### src/rtl/if_id_buffer_if.sv
`default_nettype none
// ============================================================================
// Module      : if_id_buffer_if
// Description : Fetch/decode handshake bundle for the IF/ID pipeline buffer.
//               The master modport is the environment side that drives fetch
//               data and decode-ready. The slave modport is the buffer side.
// Revision    : 1.0 - initial release
// ============================================================================
interface if_id_buffer_if;
    logic [31:0] IF_PC;
    logic [31:0] IF_INSTR;
    logic        IF_VALID;
    logic        IF_READY;
    logic        FLUSH;
    logic        ID_READY;
    logic        ID_VALID;
    logic [31:0] ID_PC;
    logic [31:0] ID_PC4;
    logic [31:0] ID_INSTR;

    modport master (
        output IF_PC, IF_INSTR, IF_VALID, FLUSH, ID_READY,
        input  IF_READY, ID_VALID, ID_PC, ID_PC4, ID_INSTR
    );

    modport slave (
        input  IF_PC, IF_INSTR, IF_VALID, FLUSH, ID_READY,
        output IF_READY, ID_VALID, ID_PC, ID_PC4, ID_INSTR
    );
endinterface
`default_nettype wire

### src/rtl/if_id_buffer.sv
`default_nettype none
// ============================================================================
// Module      : if_id_buffer
// Description : Two-entry IF/ID pipeline FIFO between instruction fetch and
//               decode. All outputs decode from registered state only, so no
//               combinational path crosses the buffer in either direction.
//               Optional macro IFID_STALL_CNT_EN adds a STALL_CNT output that
//               counts cycles where decode holds off a valid head entry.
// Revision    : 1.0 - initial release
// ============================================================================
module if_id_buffer (
    input  wire                 CLK,
    input  wire                 IFID_reset,
`ifdef IFID_STALL_CNT_EN
    output logic [31:0]         STALL_CNT,
`endif
    if_id_buffer_if.slave       bus
);

    localparam logic [31:0] NOP_INSTR = 32'h0000_0013;
    localparam logic [1:0]  DEPTH     = 2'd2;

    logic [1:0]  count;
    logic        rd_ptr;
    logic        wr_ptr;
    logic [31:0] mem_pc    [2];
    logic [31:0] mem_instr [2];

    logic        full;
    logic        empty;
    logic        push;
    logic        pop;

    assign full  = (count == DEPTH);
    assign empty = (count == 2'd0);

    // Flush suppresses both transfers; it has priority over push and pop.
    assign push = bus.IF_VALID && !full  && !bus.FLUSH;
    assign pop  = !empty && bus.ID_READY && !bus.FLUSH;

    // Occupancy, pointers and storage; reset beats flush beats push/pop.
    always_ff @(posedge CLK) begin
        if (IFID_reset) begin
            count        <= 2'd0;
            rd_ptr       <= 1'b0;
            wr_ptr       <= 1'b0;
            mem_pc[0]    <= 32'd0;
            mem_pc[1]    <= 32'd0;
            mem_instr[0] <= 32'd0;
            mem_instr[1] <= 32'd0;
        end else if (bus.FLUSH) begin
            count  <= 2'd0;
            rd_ptr <= 1'b0;
            wr_ptr <= 1'b0;
        end else begin
            if (push) begin
                mem_pc[wr_ptr]    <= bus.IF_PC;
                mem_instr[wr_ptr] <= bus.IF_INSTR;
                wr_ptr            <= ~wr_ptr;
            end
            if (pop) begin
                rd_ptr <= ~rd_ptr;
            end
            // Simultaneous push and pop leaves count unchanged.
            case ({push, pop})
                2'b10:   count <= count + 2'd1;
                2'b01:   count <= count - 2'd1;
                default: count <= count;
            endcase
        end
    end

    // Head presentation: an empty buffer shows a NOP at PC 0.
    always_comb begin
        bus.IF_READY = !full;
        bus.ID_VALID = !empty;
        bus.ID_PC    = 32'd0;
        bus.ID_INSTR = NOP_INSTR;
        if (!empty) begin
            bus.ID_PC    = mem_pc[rd_ptr];
            bus.ID_INSTR = mem_instr[rd_ptr];
        end
        bus.ID_PC4 = bus.ID_PC + 32'd4;
    end

`ifdef IFID_STALL_CNT_EN
    // Count cycles where decode leaves a valid head waiting; flush has no effect.
    always_ff @(posedge CLK) begin
        if (IFID_reset) begin
            STALL_CNT <= 32'd0;
        end else if (!empty && !bus.ID_READY) begin
            STALL_CNT <= STALL_CNT + 32'd1;
        end
    end
`endif

endmodule
`default_nettype wire

### src/flat_wrapper.sv
// flat-port wrapper written by rule: the top's interface ports become plain ports
module if_id_buffer_flat 
  (CLK, IFID_reset, bus_IF_PC, bus_IF_INSTR, bus_IF_VALID, bus_FLUSH, bus_ID_READY, bus_IF_READY, bus_ID_VALID, bus_ID_PC, bus_ID_PC4, bus_ID_INSTR);
  if_id_buffer_if bus_i ();
  input  wire CLK;
  input  wire IFID_reset;
  input wire logic [$bits(bus_i.IF_PC)-1:0] bus_IF_PC;
  input wire logic [$bits(bus_i.IF_INSTR)-1:0] bus_IF_INSTR;
  input wire logic [$bits(bus_i.IF_VALID)-1:0] bus_IF_VALID;
  input wire logic [$bits(bus_i.FLUSH)-1:0] bus_FLUSH;
  input wire logic [$bits(bus_i.ID_READY)-1:0] bus_ID_READY;
  output wire logic [$bits(bus_i.IF_READY)-1:0] bus_IF_READY;
  output wire logic [$bits(bus_i.ID_VALID)-1:0] bus_ID_VALID;
  output wire logic [$bits(bus_i.ID_PC)-1:0] bus_ID_PC;
  output wire logic [$bits(bus_i.ID_PC4)-1:0] bus_ID_PC4;
  output wire logic [$bits(bus_i.ID_INSTR)-1:0] bus_ID_INSTR;
  assign bus_i.IF_PC = bus_IF_PC;
  assign bus_i.IF_INSTR = bus_IF_INSTR;
  assign bus_i.IF_VALID = bus_IF_VALID;
  assign bus_i.FLUSH = bus_FLUSH;
  assign bus_i.ID_READY = bus_ID_READY;
  assign bus_IF_READY = bus_i.IF_READY;
  assign bus_ID_VALID = bus_i.ID_VALID;
  assign bus_ID_PC = bus_i.ID_PC;
  assign bus_ID_PC4 = bus_i.ID_PC4;
  assign bus_ID_INSTR = bus_i.ID_INSTR;
  if_id_buffer u_core (.CLK(CLK), .IFID_reset(IFID_reset), .bus(bus_i));
endmodule
### config.mk
export PLATFORM = sky130hd
export DESIGN_NAME = if_id_buffer_flat
export DESIGN_NICKNAME = d
export VERILOG_FILES = /design/src/rtl/if_id_buffer_if.sv /design/src/rtl/if_id_buffer.sv /design/src/flat_wrapper.sv
export SDC_FILE = /design/constraint.sdc
export NUM_CORES = 1
export LEC_CHECK = 0
export ABC_AREA = 0
export CAP_MARGIN = 20
export CORE_MARGIN = 2
export CORE_UTILIZATION = 35
export DETAILED_ROUTE_END_ITERATION = 16
export HOLD_SLACK_MARGIN = 0.1
export PLACE_DENSITY = 0.64
export SLEW_MARGIN = 20
export SYNTH_ARGS = -nofsm -noshare
export SYNTH_HDL_FRONTEND = slang
export SYNTH_SLANG_ARGS = --single-unit
### constraint.sdc
create_clock -name CLK -period 11.6 [get_ports CLK]
set_clock_uncertainty 0.15 [all_clocks]
set_input_delay 3.48 -clock CLK [delete_from_list [all_inputs] [get_ports CLK]]
set_output_delay 3.48 -clock CLK [all_outputs]
set_load 0.005 [all_outputs]
* Word level (Yosys, flattened, before mapping)
Memories as Yosys holds them, arrays and structs flattened. A register that Yosys moved wholly into a read port is not among the register bits.
Cells that the tools add are included.
** Storage, ports and cells
- RAM bits :: 128
- Register bits after elaboration :: 4
- Output and inout bits :: 98
- Logic and storage cells :: 44
- Bits of input ports :: 69
- Memories kept :: 2
** Cells by class
- Bitwise gates (word level) :: 2
- Add/sub/neg operators :: 3
- Equal/unequal tests :: 3
- Reductions and logical operators :: 12
- Multiplexer cells :: 19
** Memory list
- u_core.mem_instr :: depth 2, width 32, read ports 1, clocked after Yosys merged registers in 1, write ports 2, line if_id_buffer.sv:27 : logic [31:0] mem_instr [2];
- u_core.mem_pc :: depth 2, width 32, read ports 1, clocked after Yosys merged registers in 1, write ports 2, line if_id_buffer.sv:26 : logic [31:0] mem_pc [2];
** Operators with widths (number)
- $mux W32 :: 4
- $reduce_or A32 Y1 :: 2
- $add A32 B3 Y32 const B :: 1
- $mux W1 :: 14
- $eq A2 B2 Y1 const B :: 2
- $logic_and A1 B1 Y1 :: 4
- $pmux W2 S2 :: 1
- $logic_not A1 Y1 :: 3
- $add A2 B1 Y2 const B :: 1
- $eq A2 B1 Y1 const B :: 1
- $logic_not A2 Y1 :: 1
- $not A1 Y1 :: 2
- $reduce_bool A2 Y1 :: 1
- $reduce_or A2 Y1 :: 1
- $sub A2 B1 Y2 const B :: 1

* Longest topological paths before layout
Gate-level depths: netlist of the first run.
- Depth in word-level cells :: 10
- Depth in mapped cells :: 13
- Gate-level depth less buffers :: 9

* Least setup slack after synthesis of the first run
No wires, ideal clock.
- Path kind :: input -> register
- Start point :: input bus_IF_VALID
- End point :: memory u_core.mem_instr[0][0] (enable)
- Library setup time :: 0.499 ns
- Data required time :: 10.951 ns
- Path slack :: 4.124 ns
- Buffers on the path :: 0
- Cell stages on the path :: 3
- Arrival :: 6.827 ns
- Cell sequence :: nand2_1 or2_1 o21bai_1
** RTL lines
- start: declaration :: line flat_wrapper.sv:9 : input wire logic [$bits(bus_i.IF_VALID)-1:0] bus_IF_VALID;
- end: declaration :: line if_id_buffer.sv:27

==> results.toml, run 1 <==
[run_status]
status = "completed"

[power]
swShare_pct = 21.1
peakVddDrop_uv = 86.2
power.share.clock_pct = 45.9
p_sw_uw = 256
combPwrFrac_pct = 7.7
p_leak_uw = 0.00325
seq_power_share_pct = 46.4
power_density_nw_per_um2 = 130
p_int_uw = 958

[cts]
clkTransAtPathRegs_ns = 0.06
clockRootBuffer = "clkbuf_16"
postCtsHoldBufs = 0
cts_tree = "done"
clock-sinks = 133
postCtsSetupRepairBufs = 0
cts_max_level = 4
numCtsBuffers = 17
cts.path.max_buffers = 2
clk_latency_ns = 0.41
cts_resized = 0

[synthesis]
synthCells = 566
synthArstFlopShare_pct = 0
ys_ff_latch = 133
syn_nets = 637
synth_ff_type = "edfxtp_1"
syn_area_um2 = 6860
yosysUniqueCellTypes = 46
synth-seq-area-share_pct = 57.5
syn_area_per_cell_um2 = 12.1
synth-edff-count = 128
yosys_warnings = 0

[place]
port_buffers = 166
dp.cells = 968
hpwl_um = 10800
gp_congestion = 0.792

[worst_setup_path]
cp-start-kind = "flip-flop"
path_class = "reg -> out"
path_max_fanout = 55
cp_top_family = "simple AND/OR/NAND/NOR gates"
reg2reg_from = "u_core.count[1]"
critPathSlowestCell = "buf_4"
endpoint_kind = "output pin"
worstPathArrival_ns = 4.09
path_cells = "buf_4 -> mux2i_1 -> nor3b_1 -> nand3_1 -> nor4_4 -> xor2_1 -> clkdlybuf4s50_1"
path_buf_inv = 2
critPathMaxStageDelay_ns = 0.70
worstPathRequired_ns = 7.97

[floorplan]
dieArea_um2 = 20700
die_y_um = 144
start_util_pct = 35.5
die_w_um = 144
ioPinCount = 167
rows = 51
core_um2 = 19300

[sta]
fin_crit_sh_pct = 66.6
final.setup.tns_ns = 0
tightestPinTransition_ns = 0.889
maxSlewHeadroom_pct = 40.7
min_period_ns = 7.72
hold_violations = 0
clock.fmax_ghz = 0.130
maxSlewViolCount = 0
rsz0062_at_grt = "false"
setup_viol = 0

[grt]
grt-ovfl-total = 0
antenna_found_initial = 1
first_global_vias = 4856
grt_max_degree = 69
grt_pass1_wl_um = 25000
grt_usage_pct = 16.0

[detailed_routing]
vias = 4658
drt_wl_total_um = 16000
initialDrtViolationCount = 246
post_drt_wl_per_cell_um = 16.0
via_per_inst = 4.66
ant_nets = 0
drc = 0
firstDrtPassIters = 4

[layout]
final_cells = 1000
syn2layout_area_growth_pct = 35.9
drive_gt1_share_pct = 8.57
antenna_cells = 0
final_common_cell = "clkdlybuf4s50_1"
nNetsFinal = 793
final_cell_mix = "166 x clkdlybuf4s50_1, 128 x and2_1, 128 x edfxtp_1"

[min_path]
hold_start = "u_core.rd_ptr"
hold_path.class = "reg -> reg"

[run]
maxCapViolCount = 0
layout make-up:
type,instances,area (µm²)
clock buffer,17,425
clock inverter,15,188
fill,1764,10000
inverter,8,30.0
multi-input combinational,390,2700
sequential,133,3950
tap,265,332
timing repair buffer,172,1710
power by group through the flow:
stage                     Clock (µW)  Combinational (µW)  Sequential, µW
after floorplan                    0                42.5             571
after global placement             0                92.5             572
after detailed placement           0                94.2             574
after CTS                        567                94.8             564
after global routing             585                 102             566
final                            558                92.9             563
cell usage after synthesis (all sizes together) (2+ instances only):
cell type	instances	area (µm²)
xnor2	12	105
ha	2	25.0
a211oi	3	32.5
dfxtp	5	100
or2	2	12.5
nand3b	10	87.6
xor2	21	184
and2	128	801
nand3	16	90.1
nor2	64	245
nand4	5	46.3
nor3	19	111
a21oi	3	15.0
mux2	2	22.5
a22oi	3	32.5
nand2b	2	12.5
edfxtp	128	3840
nand2	24	92.6
inv	7	26.3
nor3b	3	32.5
clkbuf	13	55.1
nor4	5	71.3
mux2i	61	611
buf	22	163
state kept, by name, indices dropped and copies added, names as in the netlist, named ones only:
name and count:
u_core.mem_instr 64, u_core.mem_pc 64, u_core.count 2, u_core.rd_ptr 1, u_core.wr_ptr 1
routing by layer:
layer  part of all wire, %  up-vias  GRT usage [%]  wire length [µm]
li1                      -     2276              -                 -
met1                    43     2221           19.5              6970
met2                    47      143           26.9              7580
met3                   7.9       16           4.87              1270
met4                   1.2        2           5.37               194
met5                 0.081        -              0                13
tightest hold or removal path: stages, from the launching register on:
cell and delay (ns):
dfxtp_1 0.33, xor2_1 0.08, nor3_1 0.11
path summary, 6_finish.rpt:
kind	endpoint	slack [ns]	cells past startpoint
hold reg to reg	flip-flop	0.41	2
setup / recovery	bus_ID_PC4[24]	3.88	7
hold / removal	flip-flop	0.41	2
setup reg to reg	u_core.count[1]	8.77	10
kinds of logic (layout without fill, tap and decap cells):
kind of cell | Yosys count | count (layout) | synth area share (%)
AND/OR/NAND/NOR | 279 | 279 | 23.5
flip-flops | 133 | 133 | 57.5
multiplexers | 63 | 63 | 9.22
buffers and inverters | 43 | 212 | 3.61
XOR/XNOR | 33 | 33 | 4.21
AO/OA/AOI/OAI | 13 | 13 | 1.66
adder cells (fa/ha/maj) | 2 | 2 | 0.365
per-stage QoR:
stage / cell area, µm² / util [%] / setup WS (ns) / hold slack, ns / power (µW)
floorplan: 6860 / - / 4.12 / 0.370 / 613
global placement: 8710 / 45.1 / 4.41 / 0.399 / 664
detailed placement: 8710 / 45.1 / 4.27 / 0.401 / 668
CTS: 9330 / 48.2 / 3.80 / 0.415 / 1230
global route: 9330 / 48.2 / 3.54 / 0.473 / 1250
finish: 9330 / 48.2 / 3.88 / 0.411 / 1210
Note: power is estimated with default switching activity, not from simulation.
==> run 2, diff against run 1 <==
- clock period: 11.6 -> 7.7 ns (I/O delays scaled with it)
==> run 2 against run 1 <==
  * Cell count is 0.10% lower
  * Critical path depth is 2 higher
  * Utilization is 0.19 points lower
  * Sequential share of layout area grew 0.17 points
  * Worst setup slack worse by 2.6 ns
  * Critical path type unchanged
  * Largest cell class unchanged
==> results.toml, run 2 (synthesis gave the netlist of run 1 again) <==
[run_status]
status = "completed"

[place]
hpwl_um = 11000
dp_slack_ns = 1.66
port_buffers = 166
gp_congestion = 0.782

[worst_setup_path]
worstPathRequired_ns = 5.24
path_class = "reg -> out"
path_max_fanout = 52
cp-start-kind = "flip-flop"
endpoint_kind = "output pin"
worstPathArrival_ns = 3.99

[cts]
clockRootBuffer = "clkbuf_16"
postCtsHoldBufs = 0
clkTransAtPathRegs_ns = 0.06
cts.path.max_buffers = 2
cts_tree = "done"
postCtsSetupRepairBufs = 0
cts_max_level = 4
numCtsBuffers = 17
clock-sinks = 133
cts_resized = 0
clk_latency_ns = 0.42

[floorplan]
rows = 51
core_um2 = 19300
die_y_um = 144
ioPinCount = 167
die_w_um = 144
start_util_pct = 35.5
dieArea_um2 = 20700

[sta]
rsz0062_at_grt = "false"
final.setup.tns_ns = 0
tightestPinTransition_ns = 1.00
hold_violations = 0
maxSlewViolCount = 0
min_period_ns = 6.45
setup_viol = 0
worst_slack_ns = 1.25
clock.fmax_ghz = 0.155
maxSlewHeadroom_pct = 33.2
fin_crit_sh_pct = 83.8

[run]
maxCapViolCount = 0

[power]
p_leak_uw = 0.00322
power_density_nw_per_um2 = 191
peakVddDrop_uv = 150

[detailed_routing]
initialDrtViolationCount = 231
via_per_inst = 4.73
vias = 4723
drc = 0
ant_nets = 0
post_drt_wl_per_cell_um = 16.3
firstDrtPassIters = 6
drt_wl_total_um = 16200

[grt]
first_global_vias = 4861
grt-ovfl-total = 0
grt_max_degree = 65
grt_pass1_wl_um = 25200
antenna_found_initial = 1
grt_usage_pct = 16.1

[min_path]
hold_path.class = "reg -> reg"

[layout]
drive_gt1_share_pct = 7.91
nNetsFinal = 793
n_fill_cell = 1761
syn2layout_area_growth_pct = 35.3
top_regs = "u_core.mem_instr x64, u_core.mem_pc x64, u_core.count x2"
final_common_cell = "clkdlybuf4s50_1"
final_cell_mix = "166 x clkdlybuf4s50_1, 128 x and2_1, 128 x edfxtp_1"
[run 2: changes by cell type in the layout (fill, tap and decap cells not counted), sizes merged]
cell and delta:
clkbuf +3, clkinv -4, bufinv -1, diode +1
[run 2: area by class of cell]
class | instances | area (µm²) | area share [%]
Tap cell | 265 | 332 | 3.57
Sequential cell | 133 | 3950 | 42.5
Timing Repair Buffer | 172 | 1710 | 18.4
Clock buffer | 20 | 437 | 4.70
Antenna cell | 1 | 2.50 | 0.0269
Clock inverter | 10 | 134 | 1.44
Inverter | 8 | 30.0 | 0.323
Multi-Input combinational cell | 390 | 2700 | 29.1
[run 2: path summary, 6_finish.rpt]
path                            end             from  cells past startpoint  slack (ns)
max                  bus_ID_PC4[30]        flip-flop                      9        1.25
min                       flip-flop    u_core.rd_ptr                      2        0.40
max reg2reg  u_core.mem_instr[0][2]  u_core.count[0]                      5        4.73
min reg2reg               flip-flop    u_core.rd_ptr                      2        0.40
[run 2: stage by stage]
step / power, µW / hold slack (ns) / area, µm² / std cells / utilization, %
floorplan: 924 / 0.370 / 6860 / 566 / -
global placement: 1000 / 0.394 / 8710 / 968 / 45.1
detailed placement: 1010 / 0.399 / 8710 / 968 / 45.1
CTS: 1790 / 0.406 / 9280 / 998 / 48.0
global route: 1840 / 0.489 / 9290 / 998 / 48.0
finish: 1780 / 0.402 / 9290 / 999 / 48.0
[run 2: metal layers]
| metal | global-route usage, % | up-vias | wire length (µm) |
|---|---|---|---|
| met5 | 0 | - | 13 |
| li1 | - | 2278 | - |
| met2 | 27.3 | 153 | 7900 |
| met3 | 4.67 | 18 | 1030 |
| met1 | 19.7 | 2272 | 7110 |
| met4 | 5.16 | 2 | 199 |
[run 2: where the power goes]
| group | internal (µW) | switching, µW | total, µW |
|---|---|---|---|
| logic | 74.0 | 66.4 | 140 |
| clock network | 502 | 285 | 788 |
| registers | 832 | 16.4 | 849 |
| total | 1410 | 368 | 1780 |
[run 2: worst max-delay path: stages (launching register included)]
cell and delay (ns):
dfxtp_4 0.90, mux2_2 0.29, nand2_1 0.06, inv_1 0.08, ha_1 0.19, nor3b_1 0.41
nand3_1 0.54, nor3_1 0.38, xnor2_1 0.17, clkdlybuf4s50_1 0.53
==> run 3, diff against run 2 <==
- clock period: 7.7 -> 6.62 ns (I/O delays scaled with it)
==> run 3 against run 2 <==
  * Clock-buffer cell count down 3
  * Clock power rose by 38%
  * Die area unchanged
  * First-iteration DRC count is 7.4% lower
  * Utilization is 0.71 points higher
  * Combinational power increased by 18%
  * Register-to-register slack lost 1.4 ns
  * Sequential share of layout area fell by 0.61 points
  * Flip-flop and latch count did not move
  * Final area increased by 1.5%
  * Global-route usage is 0.11 points lower
==> results.toml, run 3 (synthesis gave the netlist of run 1 again) <==
[run_status]
status = "completed"

[worst_setup_path]
worstPathRequired_ns = 4.48
path_max_fanout = 56
worstPathArrival_ns = 3.81
path_class = "reg -> out"
endpoint_kind = "output pin"
cp-start-kind = "flip-flop"

[power]
power.share.clock_pct = 48.6
swShare_pct = 19.8
p_leak_uw = 0.00329
seq_power_share_pct = 44.1
p_sw_uw = 444
power_density_nw_per_um2 = 238
total_power_uw = 2240
combPwrFrac_pct = 7.4
p_int_uw = 1800
peakVddDrop_uv = 157

[layout]
final_cell_mix = "166 x clkdlybuf4s50_1, 128 x and2_1, 128 x edfxtp_1"
top_regs = "u_core.mem_instr x64, u_core.mem_pc x64, u_core.count x2"
drive_gt1_share_pct = 8.82
nNetsFinal = 795
final_common_cell = "clkdlybuf4s50_1"
final_util_pct = 48.7
antenna_cells = 0
n_fill_cell = 1759
syn2layout_area_growth_pct = 37.3

[place]
hpwl_um = 10900
port_buffers = 166
gp_congestion = 0.770
dp_slack_ns = 1.11

[sta]
min_period_ns = 5.95
fin_crit_sh_pct = 89.9
rsz0062_at_grt = "false"
tightestPinTransition_ns = 1.02
final.setup.tns_ns = 0
hold_violations = 0
setup_viol = 0
maxSlewHeadroom_pct = 31.9
maxSlewViolCount = 0
worst_slack_ns = 0.670
clock.fmax_ghz = 0.168

[detailed_routing]
ant_nets = 0
initialDrtViolationCount = 214
post_drt_wl_per_cell_um = 16.0
firstDrtPassIters = 4
vias = 4710
via_per_inst = 4.70
drc = 0
drt_wl_total_um = 16000

[cts]
cts_tree = "done"
postCtsHoldBufs = 0
numCtsBuffers = 17
cts_resized = 0
clkTransAtPathRegs_ns = 0.06
postCtsSetupRepairBufs = 0
cts.path.max_buffers = 2
clockRootBuffer = "clkbuf_16"
clock-sinks = 133
clk_latency_ns = 0.42
cts_max_level = 4

[floorplan]
core_um2 = 19300
start_util_pct = 35.5
dieArea_um2 = 20700
die_y_um = 144
ioPinCount = 167
die_w_um = 144
rows = 51

[grt]
grt_usage_pct = 15.9
antenna_found_initial = 1
grt_pass1_wl_um = 25100
grt-ovfl-total = 0
first_global_vias = 4885
grt_max_degree = 66

[run]
maxCapViolCount = 0

[min_path]
hold_path.class = "reg -> reg"
run 3: worst max-delay path, stage by stage, from the launching register on:
cell	delay [ns]
dfxtp_4	0.81
mux2i_1	0.22
nor2_1	0.17
ha_1	0.20
nor3b_1	0.37
nand3_1	0.52
nor3_1	0.39
xor2_1	0.18
clkdlybuf4s50_1	0.52
run 3: area by class of cell:
class / count / area (µm²) / area share (%)
Clock buffer: 17 / 425 / 4.51
Clock inverter: 15 / 259 / 2.75
Inverter: 8 / 30.0 / 0.319
Multi-Input combinational cell: 390 / 2700 / 28.6
Sequential cell: 133 / 3950 / 41.9
Tap cell: 265 / 332 / 3.52
Timing Repair Buffer: 174 / 1730 / 18.4
run 3: worst paths after layout:
| path | startpoint | end | slack (ns) | depth (start not counted) |
|---|---|---|---|---|
| worst max-delay path | flip-flop | bus_ID_PC4[26] | 0.67 | 8 |
| worst min-delay path | u_core.rd_ptr | flip-flop | 0.41 | 2 |
| worst max register to register | u_core.count[0] | u_core.mem_instr[1][31] | 3.34 | 7 |
| worst min register to register | u_core.rd_ptr | flip-flop | 0.41 | 2 |
run 3: power by group through the flow:
stage | clock, µW | sequential (µW) | combinational, µW
detailed placement | 0 | 1000 | 168
CTS | 1110 | 987 | 168
global route | 1140 | 992 | 182
finish | 1090 | 987 | 165
global placement | 0 | 1000 | 165
floorplan | 0 | 1000 | 74.6
run 3: routing by layer:
| layer | vias to the layer above | global-route usage [%] | share of wire (%) |
|---|---|---|---|
| li1 | 2279 | - | - |
| met1 | 2247 | 19.1 | 43 |
| met2 | 157 | 27.0 | 48 |
| met3 | 25 | 4.93 | 6.6 |
| met4 | 2 | 5.99 | 1.6 |
| met5 | - | 0 | 0.087 |
run 3: through the flow:
stage          std cells  hold WS, ns  cell area, µm²
2_1_floorplan        566        0.370            6860
3_3_place_gp         970        0.406            8740
3_5_place_dp         970        0.388            8740
4_1_cts             1002        0.402            9430
5_1_grt             1002        0.448            9430
6_report            1002        0.410            9430
